## src/rtl/vga_frame_reader_if.sv

```systemverilog
// Frame-buffer read port plus VGA connector pins for the display-side reader.
// The master is the reader; the slave is the frame-buffer and connector side.
interface vga_frame_reader_if;
   logic [16:0] addr_out;
   logic        regread;
   logic [15:0] data_in;
   logic [3:0]  VGA_R;
   logic [3:0]  VGA_G;
   logic [3:0]  VGA_B;
   logic        VGA_Hsync_n;
   logic        VGA_Vsync_n;
   logic        frame_start;

   modport master (
      output addr_out, regread,
      output VGA_R, VGA_G, VGA_B, VGA_Hsync_n, VGA_Vsync_n, frame_start,
      input  data_in
   );

   modport slave (
      input  addr_out, regread,
      input  VGA_R, VGA_G, VGA_B, VGA_Hsync_n, VGA_Vsync_n, frame_start,
      output data_in
   );
endinterface

```

## src/rtl/vga_frame_reader.sv

```systemverilog
// 640x480 VGA timing + frame-buffer readout; define SCALE2X_EN for 2x pixel doubling.
// Counter position reaches colour/sync pins 3 clocks later; free-running, no backpressure.
module vga_frame_reader #(
   parameter int IMG_W  = 160,
   parameter int IMG_H  = 120,
   parameter int H_VIS  = 640,
   parameter int H_FP   = 16,
   parameter int H_SYNC = 96,
   parameter int H_BP   = 48,
   parameter int V_VIS  = 480,
   parameter int V_FP   = 10,
   parameter int V_SYNC = 2,
   parameter int V_BP   = 33
) (
   input  logic               clk,
   input  logic               RESET,
   vga_frame_reader_if.master bus
);
   localparam int H_TOT = H_VIS + H_FP + H_SYNC + H_BP;
   localparam int V_TOT = V_VIS + V_FP + V_SYNC + V_BP;

   logic [16:0] w_col;
   logic        w_base_step;
   logic [9:0]  r_h_cnt;
   logic [9:0]  r_v_cnt;

`ifdef SCALE2X_EN
   localparam int SC = 1;
   // Each stored line serves two display lines, so advance the base after odd lines only.
   assign w_col       = 17'(r_h_cnt[9:1]);
   assign w_base_step = r_v_cnt[0];
`else
   localparam int SC = 0;
   assign w_col       = 17'(r_h_cnt);
   assign w_base_step = 1'b1;
`endif

   localparam logic [9:0]  C_H_LAST    = 10'(H_TOT - 1);
   localparam logic [9:0]  C_V_LAST    = 10'(V_TOT - 1);
   localparam logic [9:0]  C_H_VIS     = 10'(H_VIS);
   localparam logic [9:0]  C_V_VIS     = 10'(V_VIS);
   localparam logic [9:0]  C_IMG_H     = 10'(IMG_W << SC);
   localparam logic [9:0]  C_IMG_V     = 10'(IMG_H << SC);
   localparam logic [9:0]  C_HS_BEG    = 10'(H_VIS + H_FP);
   localparam logic [9:0]  C_HS_END    = 10'(H_VIS + H_FP + H_SYNC);
   localparam logic [9:0]  C_VS_BEG    = 10'(V_VIS + V_FP);
   localparam logic [9:0]  C_VS_END    = 10'(V_VIS + V_FP + V_SYNC);
   localparam logic [16:0] C_LINE_STEP = 17'(IMG_W);

   logic [16:0] r_line_base;
   logic        r_pix2, r_hs2, r_vs2, r_fs2;
   logic        r_pix3, r_hs3, r_vs3, r_fs3;
   logic        w_h_last, w_v_last, w_vis, w_img, w_hs, w_vs, w_fs;

   assign w_h_last = (r_h_cnt == C_H_LAST);
   assign w_v_last = (r_v_cnt == C_V_LAST);
   assign w_vis    = (r_h_cnt < C_H_VIS) && (r_v_cnt < C_V_VIS);
   assign w_img    = (r_h_cnt < C_IMG_H) && (r_v_cnt < C_IMG_V);
   // Sync flags are carried active-high through the pipe so a cleared pipe means "no pulse".
   assign w_hs     = (r_h_cnt >= C_HS_BEG) && (r_h_cnt < C_HS_END);
   assign w_vs     = (r_v_cnt >= C_VS_BEG) && (r_v_cnt < C_VS_END);
   assign w_fs     = (r_h_cnt == 10'd0) && (r_v_cnt == 10'd0);

   always_ff @(posedge clk) begin
      if (RESET) begin
         r_h_cnt         <= '0;
         r_v_cnt         <= '0;
         r_line_base     <= '0;
         r_pix2          <= 1'b0;
         r_hs2           <= 1'b0;
         r_vs2           <= 1'b0;
         r_fs2           <= 1'b0;
         r_pix3          <= 1'b0;
         r_hs3           <= 1'b0;
         r_vs3           <= 1'b0;
         r_fs3           <= 1'b0;
         bus.addr_out    <= '0;
         bus.regread     <= 1'b0;
         bus.VGA_R       <= '0;
         bus.VGA_G       <= '0;
         bus.VGA_B       <= '0;
         bus.VGA_Hsync_n <= 1'b1;
         bus.VGA_Vsync_n <= 1'b1;
         bus.frame_start <= 1'b0;
      end else begin
         if (w_h_last) begin
            r_h_cnt <= '0;
            if (w_v_last) begin
               r_v_cnt     <= '0;
               r_line_base <= '0;
            end else begin
               r_v_cnt <= r_v_cnt + 10'd1;
               if (w_base_step) r_line_base <= r_line_base + C_LINE_STEP;
            end
         end else begin
            r_h_cnt <= r_h_cnt + 10'd1;
         end

         if (w_img) bus.addr_out <= r_line_base + w_col;
         bus.regread <= w_img;
         r_pix2      <= w_vis && w_img;
         r_hs2       <= w_hs;
         r_vs2       <= w_vs;
         r_fs2       <= w_fs;

         r_pix3 <= r_pix2;
         r_hs3  <= r_hs2;
         r_vs3  <= r_vs2;
         r_fs3  <= r_fs2;

         bus.VGA_R       <= r_pix3 ? bus.data_in[15:12] : 4'd0;
         bus.VGA_G       <= r_pix3 ? bus.data_in[10:7]  : 4'd0;
         bus.VGA_B       <= r_pix3 ? bus.data_in[4:1]   : 4'd0;
         bus.VGA_Hsync_n <= !r_hs3;
         bus.VGA_Vsync_n <= !r_vs3;
         bus.frame_start <= r_fs3;
      end
   end
endmodule

```

## src/flat_wrapper.sv

```systemverilog
// flat-port wrapper written by rule: the top's interface ports become plain ports
module vga_frame_reader_flat 
#(
   parameter int IMG_W  = 160,
   parameter int IMG_H  = 120,
   parameter int H_VIS  = 640,
   parameter int H_FP   = 16,
   parameter int H_SYNC = 96,
   parameter int H_BP   = 48,
   parameter int V_VIS  = 480,
   parameter int V_FP   = 10,
   parameter int V_SYNC = 2,
   parameter int V_BP   = 33
)
  (clk, RESET, bus_addr_out, bus_regread, bus_VGA_R, bus_VGA_G, bus_VGA_B, bus_VGA_Hsync_n, bus_VGA_Vsync_n, bus_frame_start, bus_data_in);
  vga_frame_reader_if bus_i ();
  input  logic clk;
  input  logic RESET;
  output wire logic [$bits(bus_i.addr_out)-1:0] bus_addr_out;
  output wire logic [$bits(bus_i.regread)-1:0] bus_regread;
  output wire logic [$bits(bus_i.VGA_R)-1:0] bus_VGA_R;
  output wire logic [$bits(bus_i.VGA_G)-1:0] bus_VGA_G;
  output wire logic [$bits(bus_i.VGA_B)-1:0] bus_VGA_B;
  output wire logic [$bits(bus_i.VGA_Hsync_n)-1:0] bus_VGA_Hsync_n;
  output wire logic [$bits(bus_i.VGA_Vsync_n)-1:0] bus_VGA_Vsync_n;
  output wire logic [$bits(bus_i.frame_start)-1:0] bus_frame_start;
  input wire logic [$bits(bus_i.data_in)-1:0] bus_data_in;
  assign bus_addr_out = bus_i.addr_out;
  assign bus_regread = bus_i.regread;
  assign bus_VGA_R = bus_i.VGA_R;
  assign bus_VGA_G = bus_i.VGA_G;
  assign bus_VGA_B = bus_i.VGA_B;
  assign bus_VGA_Hsync_n = bus_i.VGA_Hsync_n;
  assign bus_VGA_Vsync_n = bus_i.VGA_Vsync_n;
  assign bus_frame_start = bus_i.frame_start;
  assign bus_i.data_in = bus_data_in;
  vga_frame_reader #(.IMG_W(IMG_W), .IMG_H(IMG_H), .H_VIS(H_VIS), .H_FP(H_FP), .H_SYNC(H_SYNC), .H_BP(H_BP), .V_VIS(V_VIS), .V_FP(V_FP), .V_SYNC(V_SYNC), .V_BP(V_BP)) u_core (.clk(clk), .RESET(RESET), .bus(bus_i));
endmodule
```

## config.mk

```make
export PLATFORM = sky130hd
export DESIGN_NAME = vga_frame_reader_flat
export DESIGN_NICKNAME = d
export VERILOG_FILES = /design/src/rtl/vga_frame_reader_if.sv /design/src/rtl/vga_frame_reader.sv /design/src/flat_wrapper.sv
export SDC_FILE = /design/constraint.sdc
export NUM_CORES = 1
export LEC_CHECK = 0
export CAP_MARGIN = 5
export CORE_ASPECT_RATIO = 1.4
export CORE_MARGIN = 2
export CORE_UTILIZATION = 53
export CTS_CLUSTER_DIAMETER = 30
export DETAILED_ROUTE_END_ITERATION = 8
export PLACE_DENSITY = 0.84
export REMOVE_ABC_BUFFERS = 1
export SLEW_MARGIN = 20
export SYNTH_ARGS = -nofsm -noshare
export SYNTH_HDL_FRONTEND = slang
export SYNTH_SLANG_ARGS = --single-unit
```

## constraint.sdc

```tcl
create_clock -name clk -period 2.91 [get_ports clk]
set_input_delay 0.291 -clock clk [delete_from_list [all_inputs] [get_ports clk]]
set_output_delay 0.291 -clock clk [all_outputs]
set_load 0.05 [all_outputs]
```

After elaboration in Yosys (flattened, before gate mapping)

Cells that the tools add are included.
W data, S select, Z words.

Logic and storage cells: 48
Register bits: 78
Output and inout bits: 33

Reductions and logical operators: 12
Equal/unequal tests: 2
Bitwise logic cells: 1
Mux-type cells: 2
Add/subtract/negate cells: 4
Order comparisons: 8

Operators with widths:

| operator                | count |
|---|---|
| $add A10 B1 Y10 const B | 2 |
| $eq A10 B10 Y1 const B  | 2 |
| $logic_not A10 Y1       | 2 |
| $lt A10 B10 Y1 const B  | 2 |
| $lt A10 B9 Y1 const B   | 2 |
| $add A17 B10 Y17        | 1 |
| $add A17 B8 Y17 const B | 1 |
| $mux W17                | 1 |
| $ge A10 B10 Y1 const B  | 1 |
| $ge A10 B9 Y1 const B   | 1 |
| $lt A10 B7 Y1 const B   | 1 |
| $lt A10 B8 Y1 const B   | 1 |
| $mux W10                | 1 |
| $logic_and A1 B1 Y1     | 6 |
| $reduce_or A2 Y1        | 2 |
| $logic_not A1 Y1        | 2 |
| $not A1 Y1              | 1 |

Logic depth before layout (Yosys ltp)

Gate-level depths: netlist of the first run.

Word-level depth: 3
Gate-level depth with buffers: 8
Gate-level depth less buffers: 6

Worst setup path after synthesis of the first run

No wires, ideal clock.

Kind: reg2reg
Start point: register u_core.r_line_base[7]
End point: register u_core.bus.addr_out[12]
Library setup time: 103 ps
Required time: 2,807 ps
Stages on the path, launching flop included: 7
Setup slack: 779 ps
Data arrival time: 2,027 ps
Clock period less this slack: 2,131 ps
Cell sequence: dfxtp_1 ha_1 and3_1 or2_2 o211ai_1 a211oi_1 a2111oi_2

Longest elaborated chain between the ends: 1

Ends and longest elaborated chain:

| item                   | RTL line                  | source |
|---|---|---|
| start, declared        | vga_frame_reader.sv:50    | `logic [16:0] r_line_base;` |
| start signal, assigned | vga_frame_reader.sv:93    | `if (w_base_step) r_line_base <= r_line_base + C_LINE_STEP;` |
| $add A17 B10 Y17       | vga_frame_reader.sv:99    | `if (w_img) bus.addr_out <= r_line_base + w_col;` |
| end signal, assigned   | vga_frame_reader.sv:99    |  |
| end, declared          | vga_frame_reader_if.sv:15 | `output addr_out, regread,` |

No other way between the ends.
A chain may end at the register's enable or synchronous reset.

Final worst setup path of the first run

Start point: register u_core.r_h_cnt[6]
End point: register u_core.bus.addr_out[16]

Longest elaborated chain between the ends: 2
Elaborated cells on any way between the ends: 3

Ends and longest elaborated chain:

| item                                                     | RTL line               | source |
|---|---|---|
| start, declared                                          | vga_frame_reader.sv:24 | `logic [9:0] r_h_cnt;` |
| start signal, assigned                                   | vga_frame_reader.sv:96 | `r_h_cnt <= r_h_cnt + 10'd1;` |
| branches (longest 2 deep; another with $add A17 B10 Y17) | -                      |  |

Parallel ways; which one is timed is not known.

==> results of run 1 <==
where the power goes:
group | internal (mW) | switching [mW] | leakage [nW] | total (mW)
registers | 1.01 | 0.00994 | 0.592 | 1.02
logic | 0.0479 | 0.0640 | 0.770 | 0.112
clock network | 0.499 | 0.360 | 0.104 | 0.859
total | 1.56 | 0.434 | 1.47 | 2.00
kinds of logic after synthesis:
family                   synth area share (%)
other                                   0.117
adder cells (fa/ha/maj)                  4.70
XOR/XNOR                                 8.23
multiplexers                            0.705
AO/OA/AOI/OAI                            11.0
buffers and inverters                    3.76
flip-flops                               45.8
AND/OR/NAND/NOR                          25.7
metrics by stage:
stage                     total power [mW]  hold WS (ps)
after floorplan                       1.11           355
after global placement                1.16           357
after detailed placement              1.16           362
after CTS                             2.01           379
after global routing                  2.06           396
final                                 2.00           378
metal layers:
| metal | share of wire [%] | wire [µm] | up-vias | global-route usage [%] |
|---|---|---|---|---|
| li1 | - | - | 1298 | - |
| met3 | 4.0 | 258 | 7 | 6.07 |
| met1 | 42 | 2760 | 1195 | 21.6 |
| met5 | 0 | 0 | - | 0 |
| met4 | 1.2 | 78 | 0 | 9.80 |
| met2 | 52 | 3400 | 51 | 38.1 |
worst reg2reg max path, stage by stage (launching register included):
cell       delay, ps
dfxtp_1          520
ha_1             350
and3_1           190
or2_2            330
o211ai_1         190
buf_4            190
a211oi_1          80
a2111oi_0        370
state kept, by name, indices dropped and copies added, names as in the netlist:
register and cells:
u_core.r_fs2 1, u_core.bus.VGA_G 4, u_core.r_line_base 12, u_core.r_pix2 1, u_core.r_fs3 1, u_core.r_hs3 1
u_core.r_v_cnt 10, u_core.r_vs3 1, u_core.bus.VGA_Hsync_n 1, u_core.bus.addr_out 17, u_core.bus.VGA_Vsync_n 1, u_core.bus.VGA_R 4
u_core.r_hs2 1, u_core.bus.regread 1, u_core.r_pix3 1, u_core.bus.frame_start 1, u_core.bus.VGA_B 4, u_core.r_h_cnt 10
u_core.r_vs2 1
path summary, 6_finish.rpt:
| kind | to | from | cells past startpoint | slack, ps |
|---|---|---|---|---|
| worst min register to register | u_core.bus.VGA_Hsync_n | u_core.r_hs3 | 1 | 380 |
| worst max register to register | u_core.bus.addr_out[16] | u_core.r_h_cnt[6] | 7 | 570 |
| worst min-delay path | u_core.bus.VGA_Hsync_n | u_core.r_hs3 | 1 | 380 |
| worst max-delay path | u_core.bus.addr_out[16] | u_core.r_h_cnt[6] | 7 | 570 |
cells in the final DEF, fill, tap and decap left out, types with 9 or more instances in the layout:
cell type,count
a21oi_1,14
and2_1,15
clkbuf_8,10
clkdlybuf4s50_1,46
dfxtp_1,73
ha_1,12
nand2_1,29
nand3_1,11
nor2_1,53
xnor2_1,21
xor2_1,9
area by class of cell:
type                    count  area (µm²)  area share (%)
clock inverters             5        80.1            2.04
inverters                   5        18.8           0.479
flip-flops and latches     73        1460            37.3
clock buffers              10         138            3.51
repair buffers             54         520            13.3
well taps                  70        87.6            2.24
multi-input cells         254        1610            41.1
==> results.json, run 1 <==
{
  "cts_setup_buffers": 0,
  "async_flop_share_pct": 0,
  "start_util_pct": 54.8,
  "drive_gt1_share_pct": 7.98,
  "synth_cell_types": 45,
  "worst_clock_skew_ps": 7.16,
  "rows": 33,
  "path_cells": "ha_1, and3_1, or2_2, o211ai_1, buf_4, a211oi_1, a2111oi_0",
  "relSlewSlack_pct": 50.1,
  "drc": 0,
  "synth.area.top_cells": "dfxtp_1 (46%), nor2_1 (6.2%), xnor2_1 (5.8%), ha_1 (4.7%), nand2_1 (3.4%)",
  "final.setup.tns_ps": 0,
  "path_buf_inv": 1,
  "grt_max_degree": 18,
  "grt_pass1_vias": 2449,
  "yosysMostFrequentCell": "dfxtp_1",
  "grt_util_all_layers_pct": 20.7,
  "cts_buffers": 9,
  "setup_ws_ps": 566,
  "ys_seq_area_share_pct": 45.8,
  "grt_pass1_wl_mm": 10.9,
  "cp-start-kind": "flop",
  "viasPerCell": 5.42,
  "die-area_um2": 6670,
  "slew_violations": 0,
  "fin_crit_sh_pct": 80.6,
  "yosysTopAreaCellShare_pct": 45.8,
  "grt_overflow": 0,
  "post-route-util_pct": 67.3,
  "ys_seq_elements": 73,
  "numPortBuffers": 46,
  "core_um2": 5820,
  "placed_cell_area_um2": 3700,
  "fp.dieW_um": 69.6,
  "worstPathArrival_ps": 2570,
  "slowest_stage": "dfxtp_1",
  "dp.final_hpwl_mm": 4.58,
  "synth_area_leader_cell": "dfxtp_1",
  "min_path_type": "flop to flop",
  "vias": 2551,
  "netlist_instances": 353,
  "critPathMaxStageDelay_ps": 520,
  "io_pins": 51,
  "insertedDiodeCount": 0,
  "place.gp.congestion": 0.812,
  "antenna_found_initial": 0,
  "syn2layout_area_growth_pct": 22.7,
  "final_nets": 427,
  "cts_resized": 0,
  "yosysWarnings": 0,
  "die_h_um": 95.8,
  "cts_sinks": 73,
  "nFillCells": 458,
  "status": "completed",
  "hold_viol_final": 0,
  "clk_path_buf_depth": 2,
  "root_buffer": "clkbuf_8",
  "h-tree-depth": 3,
  "dp.cells": 456,
  "synth_common_cells": "dfxtp_1 (73), nor2_1 (53), nand2_1 (29)",
  "wire_per_inst_um": 13.8,
  "hold_buffers": 0,
  "ant_nets": 0,
  "path_max_fanout": 8,
  "syn_avg_cell_area_um2": 9.05,
  "insertion_delay_ps": 340,
  "crit_family": "compound AO/OA/AOI/OAI gates",
  "min_period_ps": 2340,
  "synth_edf_count": 0,
  "clk_pin_slew_ps": 70,
  "finalSetupViolCount": 0,
  "p_per_area_nw_per_um2": 510,
  "crit_path_end_kind": "flop",
  "firstDrtPassIters": 4,
  "synth_ff_type": "dfxtp_1",
  "cts_tree": "done",
  "ir_drop_mv": 0.215,
  "fmax_mhz": 427,
  "drtIter0Drc": 114,
  "pre_cts_slack_ps": 592,
  "final_cells": 471,
  "cap_violations": 0,
  "syn_area_um2": 3190,
  "crit_type": "flop to flop",
  "routed_wl_mm": 6.49,
  "fin_area_um2": 3920,
  "worstPathRequired_ps": 3140,
  "static-leakage-power_nw": 1.47,
  "rsz0062_at_grt": "no",
  "tightest_slew_ps": 748
}
Note: power is estimated with default switching activity, not from simulation.
==> inputs of run 2 (changes only) <==
Clock period 2.91 ns to 2.25 ns, I/O delays scaled along.
==> results.json, run 2 (synthesis gave the netlist of run 1 again) <==
{
  "ir_drop_mv": 0.311,
  "tightest_slew_ps": 692,
  "grt_util_all_layers_pct": 21.2,
  "crit_start": "u_core.r_line_base[6]",
  "io_pins": 51,
  "min_path_type": "flop to flop",
  "largest_reg_flops": 17,
  "drtIter0Drc": 171,
  "slew_violations": 0,
  "r2r-end": "u_core.bus.addr_out[16]",
  "viasPerCell": 5.55,
  "final.setup.tns_ps": 0,
  "drive_gt1_share_pct": 10.5,
  "cap_violations": 0,
  "ant_nets": 0,
  "drc": 0,
  "grt_overflow": 0,
  "h-tree-depth": 3,
  "status": "completed",
  "place.gp.congestion": 0.832,
  "insertedDiodeCount": 0,
  "clk_path_buf_depth": 2,
  "static-leakage-power_nw": 1.52,
  "reg.largest.list": "u_core.bus.addr_out: 17 flops, u_core.r_line_base: 12 flops",
  "numPortBuffers": 46,
  "die_h_um": 95.8,
  "cts_sinks": 73,
  "vias": 2665,
  "fp.dieW_um": 69.6,
  "insertion_delay_ps": 350,
  "grt_max_degree": 27,
  "worstPathArrival_ps": 2330,
  "multiInputGateArea_um2": 1620,
  "seqCellArea_um2": 1460,
  "cts_buffers": 9,
  "regMostFlops": "u_core.bus.addr_out",
  "clk_pin_slew_ps": 70,
  "rows": 33,
  "dp.final_hpwl_mm": 4.87,
  "fin_crit_sh_pct": 93.7,
  "worstPathRequired_ps": 2470,
  "path_max_fanout": 6,
  "cts_tree": "done",
  "syn2layout_area_growth_pct": 26.1,
  "wire_per_inst_um": 14.4,
  "hold_viol_final": 0,
  "grt_pass1_wl_mm": 11.1,
  "grt_pass1_vias": 2471,
  "routed_wl_mm": 6.92,
  "final_nets": 436,
  "die-area_um2": 6670,
  "start_util_pct": 54.8,
  "crit_type": "flop to flop",
  "fmax_mhz": 474,
  "antenna_found_initial": 0,
  "r2r_slack_ps": 140,
  "holdWs_ps": 374,
  "crit_path_end_kind": "flop",
  "cp-start-kind": "flop",
  "min_period_ps": 2110,
  "root_buffer": "clkbuf_8",
  "worst_clock_skew_ps": 8.39,
  "nFillCells": 456,
  "most-common-layout-cells": "dfxtp_1 (72), nor2_1 (53), clkdlybuf4s50_1 (46), nand2_1 (29), xnor2_1 (21)",
  "cp-endpoint": "u_core.bus.addr_out[16]",
  "core_um2": 5820,
  "crit-reg2reg-launch": "u_core.r_line_base[6]",
  "reg2regPathDepth": 7,
  "p_per_area_nw_per_um2": 663,
  "firstDrtPassIters": 4,
  "finalSetupViolCount": 0,
  "final_common_cell": "dfxtp_1",
  "relSlewSlack_pct": 53.7
}
==> run 2: per-stage QoR <==
step / instance area, µm² / setup slack (ps) / instances / total power, mW / util, %
after global placement: 3760 / 129 / 463 / 1.50 / 64.7
after floorplan: 3090 / -82.3 / 332 / 1.43 / -
after detailed placement: 3760 / 91.9 / 463 / 1.51 / 64.7
after global routing: 4030 / -24.7 / 480 / 2.75 / 69.1
final: 4030 / 142 / 480 / 2.67 / 69.1
after CTS: 4000 / 62.0 / 478 / 2.69 / 68.6
==> run 2: how the worst min path moves through the flow <==
stage	from	end	slack (ps)	cells after the start
6_report	u_core.r_vs3	u_core.bus.VGA_Vsync_n	370	1
5_1_grt	u_core.r_hs3	u_core.bus.VGA_Hsync_n	400	1
4_1_cts	u_core.r_vs3	u_core.bus.VGA_Vsync_n	380	1
3_5_place_dp	u_core.r_hs3	u_core.bus.VGA_Hsync_n	360	1
3_3_place_gp	u_core.r_hs3	u_core.bus.VGA_Hsync_n	360	1
2_1_floorplan	RESET	u_core.bus.addr_out[12]	290	1
==> run 2: layer usage <==
layer / up-vias / global-route usage [%] / routed length, µm
met3: 12 / 5.45 / 361
met2: 82 / 38.1 / 3670
met1: 1257 / 22.6 / 2760
met4: 0 / 11.8 / 131
li1: 1314 / - / -
met5: - / 0 / 0
==> run 2: timing repair <==
item | 4_1_cts | 5_1_grt
hold buffers | 0 | 0
setup endpoints to repair | 0 | 3
buffers inserted | 0 | 2
gates resized for setup | 0 | 2
==> run 2: layout make-up <==
class                      count  share of cell area, %
multi-input combinational    254                   40.3
sequential                    73                   36.3
timing repair buffer          63                   14.9
clock buffer                   9                   3.08
clock inverter                 6                   2.67
tap                           70                   2.18
inverter                       5                  0.466
==> run 2: report_power, final <==
part / total [mW] / switching, mW / internal, mW
Sequential: 1.33 / 0.0135 / 1.31
Combinational: 0.151 / 0.0861 / 0.0645
Clock: 1.19 / 0.466 / 0.726
==> run 2: worst max-delay path, cell delays in order (launching register included) <==
cell and delay (ps):
dfxtp_1 350, ha_1 320, and3_1 180, or2_2 320, o211ai_1 190, buf_4 180
a211oi_1 70, a2111oi_0 370
==> inputs of run 3 (changes only) <==
Settings changed: RECOVER_POWER set to 25.
==> results.json, run 3 (synthesis gave the netlist of run 1 again) <==
{
  "grt_overflow": 0,
  "rows": 33,
  "grt_max_degree": 27,
  "pwr-share-comb_pct": 5.5,
  "static-leakage-power_nw": 1.52,
  "finalSetupViolCount": 0,
  "reg.largest.list": "u_core.bus.addr_out: 17 flops, u_core.r_line_base: 12 flops",
  "final.setup.tns_ps": 0,
  "fp.dieW_um": 69.6,
  "relSlewSlack_pct": 54.4,
  "most-common-layout-cells": "dfxtp_1 (72), nor2_1 (53), clkdlybuf4s50_1 (40), nand2_1 (29), xnor2_1 (21)",
  "place.gp.congestion": 0.832,
  "core_um2": 5820,
  "insertedDiodeCount": 0,
  "power.switching_mw": 0.564,
  "clk_path_buf_depth": 2,
  "die_h_um": 95.8,
  "drtIter0Drc": 180,
  "p_int_mw": 2.10,
  "fin_crit_sh_pct": 94.3,
  "cap_violations": 0,
  "start_util_pct": 54.8,
  "numPortBuffers": 46,
  "io_pins": 51,
  "hold_buffers": 0,
  "drive_gt1_share_pct": 9.51,
  "insertion_delay_ps": 350,
  "drc": 0,
  "fmax_mhz": 471,
  "hold_viol_final": 0,
  "root_buffer": "clkbuf_8",
  "wire_per_inst_um": 14.4,
  "switching_share_pct": 21.2,
  "worst_clock_skew_ps": 8.24,
  "h-tree-depth": 3,
  "regMostFlops": "u_core.bus.addr_out",
  "cts_sinks": 73,
  "routed_wl_mm": 6.90,
  "crit_path_end_kind": "flop",
  "worstPathRequired_ps": 2460,
  "p_clk_share_pct": 44.7,
  "p_seq_share_pct": 49.8,
  "largest_reg_flops": 17,
  "cp-start-kind": "flop",
  "viasPerCell": 5.54,
  "grt_pass1_vias": 2471,
  "antenna_found_initial": 0,
  "pre_cts_slack_ps": 91.9,
  "setup_ws_ps": 128,
  "syn2layout_area_growth_pct": 25.6,
  "holdWs_ps": 374,
  "slew_violations": 0,
  "vias": 2660,
  "final_nets": 436,
  "ir_drop_mv": 0.311,
  "final_common_cell": "dfxtp_1",
  "path_max_fanout": 26,
  "cts_tree": "done",
  "crit_type": "flop to flop",
  "grt_util_all_layers_pct": 21.2,
  "firstDrtPassIters": 4,
  "grt_pass1_wl_mm": 11.1,
  "dp.final_hpwl_mm": 4.87,
  "p_per_area_nw_per_um2": 664,
  "min_period_ps": 2120,
  "clk_pin_slew_ps": 70,
  "cts_buffers": 9,
  "worstPathArrival_ps": 2330,
  "die-area_um2": 6670,
  "status": "completed",
  "min_path_type": "flop to flop",
  "tightest_slew_ps": 682,
  "ant_nets": 0
}
run 3: cell count changes in the layout (fill, tap and decap cells not counted):
cell / before / now
clkdlybuf4s50_1: 46 / 40
dlygate4sd3_1: 0 / 6
and2_0: 0 / 5
and2_1: 15 / 10
buf_4: 16 / 13
clkbuf_1: 0 / 3
or4_1: 2 / 3
or4_4: 1 / 0
run 3: final timing paths:
| kind | from | end | slack [ps] | cells after the start |
|---|---|---|---|---|
| min reg2reg | u_core.r_vs3 | u_core.bus.VGA_Vsync_n | 370 | 1 |
| min | u_core.r_vs3 | u_core.bus.VGA_Vsync_n | 370 | 1 |
| max | u_core.r_v_cnt[8] | u_core.bus.addr_out[12] | 130 | 6 |
| max reg2reg | u_core.r_v_cnt[8] | u_core.bus.addr_out[12] | 130 | 6 |
run 3: repair_timing:
item	in CTS	in global routing
setup endpoints to repair	0	3
setup buffers	0	2
gates resized for setup	0	2
run 3: power groups by stage:
stage | clock network, mW | registers (mW) | logic [mW]
final | 1.19 | 1.33 | 0.147
after global routing | 1.26 | 1.33 | 0.157
after CTS | 1.21 | 1.33 | 0.150
after detailed placement | 0 | 1.36 | 0.149
after global placement | 0 | 1.35 | 0.146
after floorplan | 0 | 1.39 | 0.0357
run 3: layout make-up:
cell class                      count  area [µm²]
Multi-Input combinational cell    254        1620
Tap cell                           70        87.6
Inverter                            5        18.8
Sequential cell                    73        1460
Fill cell                         461        1810
Timing Repair Buffer               63         589
Clock buffer                        9         124
Clock inverter                      6         108
run 3: stage by stage:
stage	utilization, %	instance area (µm²)	instances	power (mW)
floorplan	-	3090	332	1.43
CTS	68.6	4000	478	2.69
detailed placement	64.7	3760	463	1.51
global placement	64.7	3760	463	1.50
global route	68.9	4010	480	2.75
finish	68.9	4010	480	2.66
run 3: worst max-delay path, stage by stage (launching register included):
cell       delay (ps)
dfxtp_1           340
or4_1             610
a2111oi_4         360
buf_12            210
nand2_1            60
a211oi_1          290
a2111oi_2          90
run 3: per-layer routing:
metal	wire, µm	global-route usage [%]	up-vias
li1	-	-	1314
met1	2770	22.6	1258
met2	3660	38.1	76
met3	343	5.45	12
met4	131	11.8	0
met5	0	0	-
